## src/rtl/shift_engine_if.sv

```systemverilog
// Bus bundle for shift_engine: strobes, parallel/serial data and status.
interface shift_engine_if #(
  parameter int WIDTH = 8
);
  localparam int CW = $clog2(WIDTH + 1);

  logic             peripheralClkEdge;
  logic             start;
  logic             abort;
  logic [WIDTH-1:0] parallelDataIn;
  logic             serialDataIn;
  logic             serialDataOut;
  logic [WIDTH-1:0] parallelDataOut;
  logic             busy;
  logic             done;
  logic [CW-1:0]    bitCount;

  // Controller side: issues requests and data, observes status.
  modport master (
    output peripheralClkEdge, start, abort, parallelDataIn, serialDataIn,
    input  serialDataOut, parallelDataOut, busy, done, bitCount
  );

  // Engine side.
  modport slave (
    input  peripheralClkEdge, start, abort, parallelDataIn, serialDataIn,
    output serialDataOut, parallelDataOut, busy, done, bitCount
  );
endinterface

```

## src/rtl/shift_engine.sv

```systemverilog
// Full-duplex serial shift engine: loads a word, shifts it out one bit per
// peripheral edge while shifting the receive line in, then pulses done.
module shift_engine #(
  parameter int WIDTH     = 8,
  parameter bit MSB_FIRST = 1'b1
) (
  input logic           clk,
  input logic           reset,
  shift_engine_if.slave bus
);
  localparam int CW = $clog2(WIDTH + 1);

  typedef enum logic [1:0] {StIdle, StShift, StDone} state_t;

  state_t           state_q, state_d;
  logic [WIDTH-1:0] shreg_q, shreg_d;
  logic [WIDTH-1:0] pdo_q, pdo_d;
  logic [CW-1:0]    count_q, count_d;
  logic [WIDTH-1:0] shifted;
  logic             last_edge;

  // Register image after one shift, in the configured bit order.
  always_comb begin
    if (MSB_FIRST) begin
      shifted = {shreg_q[WIDTH-2:0], bus.serialDataIn};
    end else begin
      shifted = {bus.serialDataIn, shreg_q[WIDTH-1:1]};
    end
  end

  assign last_edge = (count_q == CW'(WIDTH - 1));

  // Next-state logic; abort outranks both start and the completing edge.
  always_comb begin
    state_d = state_q;
    shreg_d = shreg_q;
    pdo_d   = pdo_q;
    count_d = count_q;
    case (state_q)
      StIdle: begin
        // A simultaneous edge is ignored: the load takes the cycle.
        if (bus.start && !bus.abort) begin
          shreg_d = bus.parallelDataIn;
          count_d = '0;
          state_d = StShift;
        end
      end
      StShift: begin
        if (bus.abort) begin
          count_d = '0;
          state_d = StIdle;
        end else if (bus.peripheralClkEdge) begin
          shreg_d = shifted;
          count_d = count_q + CW'(1);
          if (last_edge) begin
            pdo_d   = shifted;
            state_d = StDone;
          end
        end
      end
      StDone: begin
        if (bus.abort) begin
          count_d = '0;
        end
        state_d = StIdle;
      end
      default: state_d = StIdle;
    endcase
  end

  // State register with asynchronous clear.
  always_ff @(posedge clk or posedge reset) begin
    if (reset) begin
      state_q <= StIdle;
      shreg_q <= '0;
      pdo_q   <= '0;
      count_q <= '0;
    end else begin
      state_q <= state_d;
      shreg_q <= shreg_d;
      pdo_q   <= pdo_d;
      count_q <= count_d;
    end
  end

  assign bus.serialDataOut   = MSB_FIRST ? shreg_q[WIDTH-1] : shreg_q[0];
  assign bus.parallelDataOut = pdo_q;
  assign bus.bitCount        = count_q;
  assign bus.busy            = (state_q == StShift);
  assign bus.done            = (state_q == StDone);
endmodule
```

## src/flat_wrapper.sv

```systemverilog
// flat-port wrapper written by rule: the top's interface ports become plain ports
module shift_engine_flat 
#(
  parameter int WIDTH     = 8,
  parameter bit MSB_FIRST = 1'b1
)
  (clk, reset, bus_peripheralClkEdge, bus_start, bus_abort, bus_parallelDataIn, bus_serialDataIn, bus_serialDataOut, bus_parallelDataOut, bus_busy, bus_done, bus_bitCount);
  shift_engine_if #(.WIDTH(WIDTH)) bus_i ();
  input logic clk;
  input logic reset;
  input wire logic [$bits(bus_i.peripheralClkEdge)-1:0] bus_peripheralClkEdge;
  input wire logic [$bits(bus_i.start)-1:0] bus_start;
  input wire logic [$bits(bus_i.abort)-1:0] bus_abort;
  input wire logic [$bits(bus_i.parallelDataIn)-1:0] bus_parallelDataIn;
  input wire logic [$bits(bus_i.serialDataIn)-1:0] bus_serialDataIn;
  output wire logic [$bits(bus_i.serialDataOut)-1:0] bus_serialDataOut;
  output wire logic [$bits(bus_i.parallelDataOut)-1:0] bus_parallelDataOut;
  output wire logic [$bits(bus_i.busy)-1:0] bus_busy;
  output wire logic [$bits(bus_i.done)-1:0] bus_done;
  output wire logic [$bits(bus_i.bitCount)-1:0] bus_bitCount;
  assign bus_i.peripheralClkEdge = bus_peripheralClkEdge;
  assign bus_i.start = bus_start;
  assign bus_i.abort = bus_abort;
  assign bus_i.parallelDataIn = bus_parallelDataIn;
  assign bus_i.serialDataIn = bus_serialDataIn;
  assign bus_serialDataOut = bus_i.serialDataOut;
  assign bus_parallelDataOut = bus_i.parallelDataOut;
  assign bus_busy = bus_i.busy;
  assign bus_done = bus_i.done;
  assign bus_bitCount = bus_i.bitCount;
  shift_engine #(.WIDTH(WIDTH), .MSB_FIRST(MSB_FIRST)) u_core (.clk(clk), .reset(reset), .bus(bus_i));
endmodule
```

## config.mk

```make
export PLATFORM = sky130hd
export DESIGN_NAME = shift_engine_flat
export DESIGN_NICKNAME = d
export VERILOG_FILES = /design/src/rtl/shift_engine_if.sv /design/src/rtl/shift_engine.sv /design/src/flat_wrapper.sv
export SDC_FILE = /design/constraint.sdc
export NUM_CORES = 1
export LEC_CHECK = 0
export BUFFER_PORTS_ARGS = -buffer_cell sky130_fd_sc_hd__buf_4
export CORE_UTILIZATION = 24
export CTS_CLUSTER_DIAMETER = 150
export CTS_CLUSTER_SIZE = 14
export DETAILED_ROUTE_END_ITERATION = 12
export HOLD_SLACK_MARGIN = 0.12
export PLACE_DENSITY = 0.53
export SYNTH_ARGS = -nofsm -noshare
export SYNTH_HDL_FRONTEND = slang
export SYNTH_SLANG_ARGS = --single-unit
```

## constraint.sdc

```tcl
create_clock -name clk -period 2 [get_ports clk]
set_input_delay 0.1 -clock clk [delete_from_list [all_inputs] [get_ports clk]]
set_output_delay 0.1 -clock clk [all_outputs]
set_load 0.1 [all_outputs]
```

; ---- After elaboration in Yosys (flattened, before gate mapping)
; Index checks and enable logic that the tools add are counted.
[totals]
register_bits = 22
input_bits = 14
output_inout_bits = 15
word_cells = 38
[classes]
n_addsub = 1
eq_ne = 9
muxes = 14
bitwise_logic = 1
reduce_logical = 9
[op_table]
columns = operator, n
row1 = two-way mux 8 bit, 3
row2 = two-way mux 4 bit, 4
row3 = case mux 8 bit (2 select lines), 1
row4 = case mux 4 bit (3 select lines), 1
row5 = AND reduction 4 bit, 3
row6 = two-way mux 2 bit, 4
row7 = "!= test 2 bit, second input constant", 3
row8 = "adder 4 x 1 -> 4 bit, second input constant", 1
row9 = "== test 4 x 3 -> 1 bit, second input constant", 1
row10 = case mux 2 bit (2 select lines), 1
row11 = "!= test 3 x 2 -> 1 bit, second input constant", 1
row12 = "!= test 3 bit, second input constant", 1
row13 = AND reduction 3 bit, 1
row14 = nonzero test 3 bit, 1
row15 = "== test 2 x 1 -> 1 bit, second input constant", 1
row16 = "== test 2 bit, second input constant", 1
row17 = logical NOT 2 bit, 1
row18 = "!= test 2 x 1 -> 1 bit, second input constant", 1
row19 = nonzero test 2 bit, 1
row20 = logical AND 1 bit, 1
row21 = logical NOT 1 bit, 1
row22 = inverter 1 bit, 1

; ---- Longest topological paths before layout
[depth]
word_depth = 5
mapped_depth = 5

; ---- Least setup slack after synthesis
; Ideal clock, no wire load.
[synth_timing]
path_type = flip-flop to flip-flop
start = register u_core.count_q[0] (netlist: u_core.bus.bitCount[0])
end = register u_core.pdo_q[0] (netlist: u_core.bus.parallelDataOut[0])
setup_ns = 0.125
arrival_time_ns = 2.071
slack_ns = -0.196
stages_incl_launch_ff = 5
path_buffers = 0
path_cell_list = dfrtp_1 ha_1 nand3b_1 nor2_2 mux2_2
[synth_between]
elab_chain_cells = 2
[synth_rtl]
columns = element, line_no
row1 = "start, declared", shift_engine.sv:18  ; logic [CW-1:0] count_q, count_d;
row2 = "start signal, assigned", shift_engine.sv:82  ; count_q <= count_d;
row3 = == test 4 x 3 -> 1 bit, shift_engine.sv:31  ; assign last_edge = (count_q == CW'(WIDTH - 1));
row4 = AND reduction 4 bit (no line), n/a
row5 = "end signal, assigned", shift_engine.sv:81  ; pdo_q <= pdo_d;
row6 = "end, declared", shift_engine.sv:17  ; logic [WIDTH-1:0] pdo_q, pdo_d;
; No other way between the ends.
; A chain may end at the register's enable or synchronous reset.

; ---- Worst setup path in the final report
[layout_timing]
start = register u_core.state_q[1]
end = register u_core.shreg_q[2]
[layout_between]
elab_chain_cells = 3
[layout_rtl]
columns = element, line_no
row1 = "start, declared", shift_engine.sv:15  ; state_t state_q, state_d;
row2 = "start signal, assigned", shift_engine.sv:74  ; state_q <= StIdle;
row3 = "start signal, assigned", shift_engine.sv:79  ; state_q <= state_d;
row4 = == test 2 x 1 -> 1 bit or logical NOT 2 bit (tied branches), shift_engine.sv:39  ; case (state_q)
row5 = "!= test 2 bit (no line), or another cell as far along", n/a
row6 = AND reduction 4 bit (no line), n/a
row7 = "end signal, assigned", shift_engine.sv:80  ; shreg_q <= shreg_d;
row8 = "end, declared", shift_engine.sv:16  ; logic [WIDTH-1:0] shreg_q, shreg_d;
; Parallel ways exist; a longest one is shown, timed or not.

==> qor.yml <==
vias: 726
critPathCaptureType: "flop"
post_drt_wl_per_cell_um: 13.0
track_usage: 0.102
cp_max_fo: 10
max_cap_violations: 0
syn2layout_area_growth_pct: 35.0
post_cts_buffers: 0
cp-start-kind: "flop"
cp.required_ns: 2.15
rr_worst_depth: 3
cts_tree: "yes"
fmax_mhz: 587
syn_inst: 79
port_buffers: 28
viasPerCell: 4.43
finalHoldViolCount: 0
rsz0062_at_grt: "no"
synth_common_cells: "dfrtp_1 (22), mux2_2 (16), mux2_1 (8)"
slowest_delay_ns: 0.49
die_w_um: 68.0
setup_violations: 0
post-route-period-util: 0.852
gp_congestion: 0.719
n_antenna_cell: 0
worstSkewPairLatency_ns: 0.26
met2_usage: 0.162
antenna_found_initial: 0
synth_area_leader_cell: "dfrtp_1"
synth_top_area_share: 0.527
dp_hpwl_um: 1590
first_pass_iters: 4
clock_sinks: 22
powerDensity_mw_per_mm2: 792
syn_area_sq_mm: 0.00104
cts_root_buf: "clkbuf_8"
hold_path_depth: 3
grt_max_degree: 14
worst_pin_slew_ns: 0.496
grt_first_pass_wirelength_um: 3400
crit_type: "reg2reg"
cts_buffer_depth: 2
slew_headroom: 0.669
seq_area_frac_synth: 0.527
numCtsBuffers: 3
h-tree-depth: 1
synth_edf_count: 0
postLayoutCellArea_sq_mm: 0.00141
p_leak_nw: 0.656
ios: 29
clkTransAtPathRegs_ns: 0.08
synth_flop_cell: "dfrtp_1"
core_sq_mm: 0.00409
crit_arrival_ns: 1.85
drcViolationCount: 0
async_reset_ff_frac: 1.00
synth-seq-cells: 22
routed_wl_um: 2130
placed_area_sq_mm: 0.00133
yosys.cell_types.count: 26
ant_nets: 0
setup-tns-final_ns: 0
top_usage_layer: "met2"
grt_pass1_vias: 730
fin_nets: 130
yosys-top-cells-area: "dfrtp_1 (53%), mux2_2 (17%), mux2_1 (8.6%)"
rows: 23
grt_overflow_total: 0
worst-r2r-setup-slack_ns: 0.30
final_max_slew_viol_count: 0
slowest_stage: "dfrtp_1"
start_util: 0.256
synth_most_common_cell: "dfrtp_1"
placed_cells: 157
hold_path.class: "in2reg"
synth_warnings: 0
drt_iter0_markers: 3
die-area_sq_mm: 0.00462
worstPathCellList: "nand2b_1, mux2_1, mux2_2"
fin_cells: 164
irDropWorstVdd_v: 0.000305
layout-drive-gt1-share: 0.474
syn_nets: 94
outcome: "complete, no violations"
synth_area_per_cell_sq_um: 13.2
met3_usage: 0.0150
die_h_um: 68.0
finalClockSkew_ns: 0.00180
fin_crit_ns: 1.70
grtUsageMet1: 0.132
-- worst paths after layout --
kind                                                           start                                   endpoint
max in group asynchronous                                      reset         u_core.bus.bitCount[1]$_DFFE_PP0P_
min reg2reg                u_core.bus.parallelDataOut[4]$_DFFE_PP0P_  u_core.bus.parallelDataOut[4]$_DFFE_PP0P_
max reg2reg                            u_core.state_q[1]$_DFFE_PP0P_              u_core.shreg_q[2]$_DFFE_PP0P_
min in group asynchronous                                      reset  u_core.bus.parallelDataOut[3]$_DFFE_PP0P_
min                                            bus_parallelDataIn[7]              u_core.shreg_q[7]$_DFFE_PP0P_
max                                    u_core.state_q[1]$_DFFE_PP0P_              u_core.shreg_q[2]$_DFFE_PP0P_
-- sequential cells by signal, summed over array words and instances, names as in the netlist --
register	flops
u_core.bus.parallelDataOut	8
u_core.state_q	2
u_core.shreg_q	8
u_core.bus.bitCount	4
-- per-stage QoR --
step,total power (W),hold WS [ns],setup WS [ns],util
after floorplan,0.000732,0.0891,0.0204,-
after global placement,0.000806,0.164,0.303,0.324
after detailed placement,0.000812,0.172,0.254,0.324
after CTS,0.00113,0.179,0.241,0.345
after global routing,0.00117,0.187,0.179,0.345
final,0.00112,0.185,0.297,0.345
-- placed cells by master, fill, tap and decap left out, types with 3 or more instances in the layout --
cell           count
mux2_2            16
nand3b_1           3
inv_1              5
dlygate4sd3_1      3
mux2_1             8
dfrtp_1           20
clkbuf_8           4
buf_4             30
-- report_power, final --
group	total (W)	internal, W	switching, W
sequential	0.000542	0.000500	0.0000424
combinational	0.000263	0.000105	0.000159
clock	0.000311	0.000175	0.000136
-- cells by family after synthesis --
group / Yosys count / synth area share
muxes: 26 / 0.278
buffers and inverters: 7 / 0.0275
DFF: 22 / 0.527
and+or+nand+nor: 15 / 0.0934
AOI/OAI and AO/OA: 8 / 0.0623
adders and majority gates: 1 / 0.0120
-- metal layers --
| metal | share of wire | up-vias |
|---|---|---|
| met5 | 0 | - |
| met4 | 0.016 | 0 |
| met3 | 0.048 | 4 |
| met2 | 0.48 | 20 |
| met1 | 0.46 | 351 |
| li1 | - | 351 |
-- critical path, delay by kind of cell, from the launching register on --
family / cells / cell delay (ns)
flops: 1 / 0.49
mux: 2 / 0.66
simple gates: 1 / 0.44
-- final cells by class --
type / instances / area [sq um]
Multi-Input combinational cell: 50 / 465
Timing Repair Buffer: 33 / 255
Sequential cell: 22 / 553
Fill cell: 419 / 2680
Clock buffer: 4 / 55.1
Tap cell: 50 / 62.6
Inverter: 5 / 18.8
-- repair_timing --
item,4_1_cts,5_1_grt
gates resized for setup,0,0
setup endpoints to repair,0,0
endpoints found under the hold margin,14,0
hold buffers,3,0
Note: power is estimated with default switching activity, not from simulation.
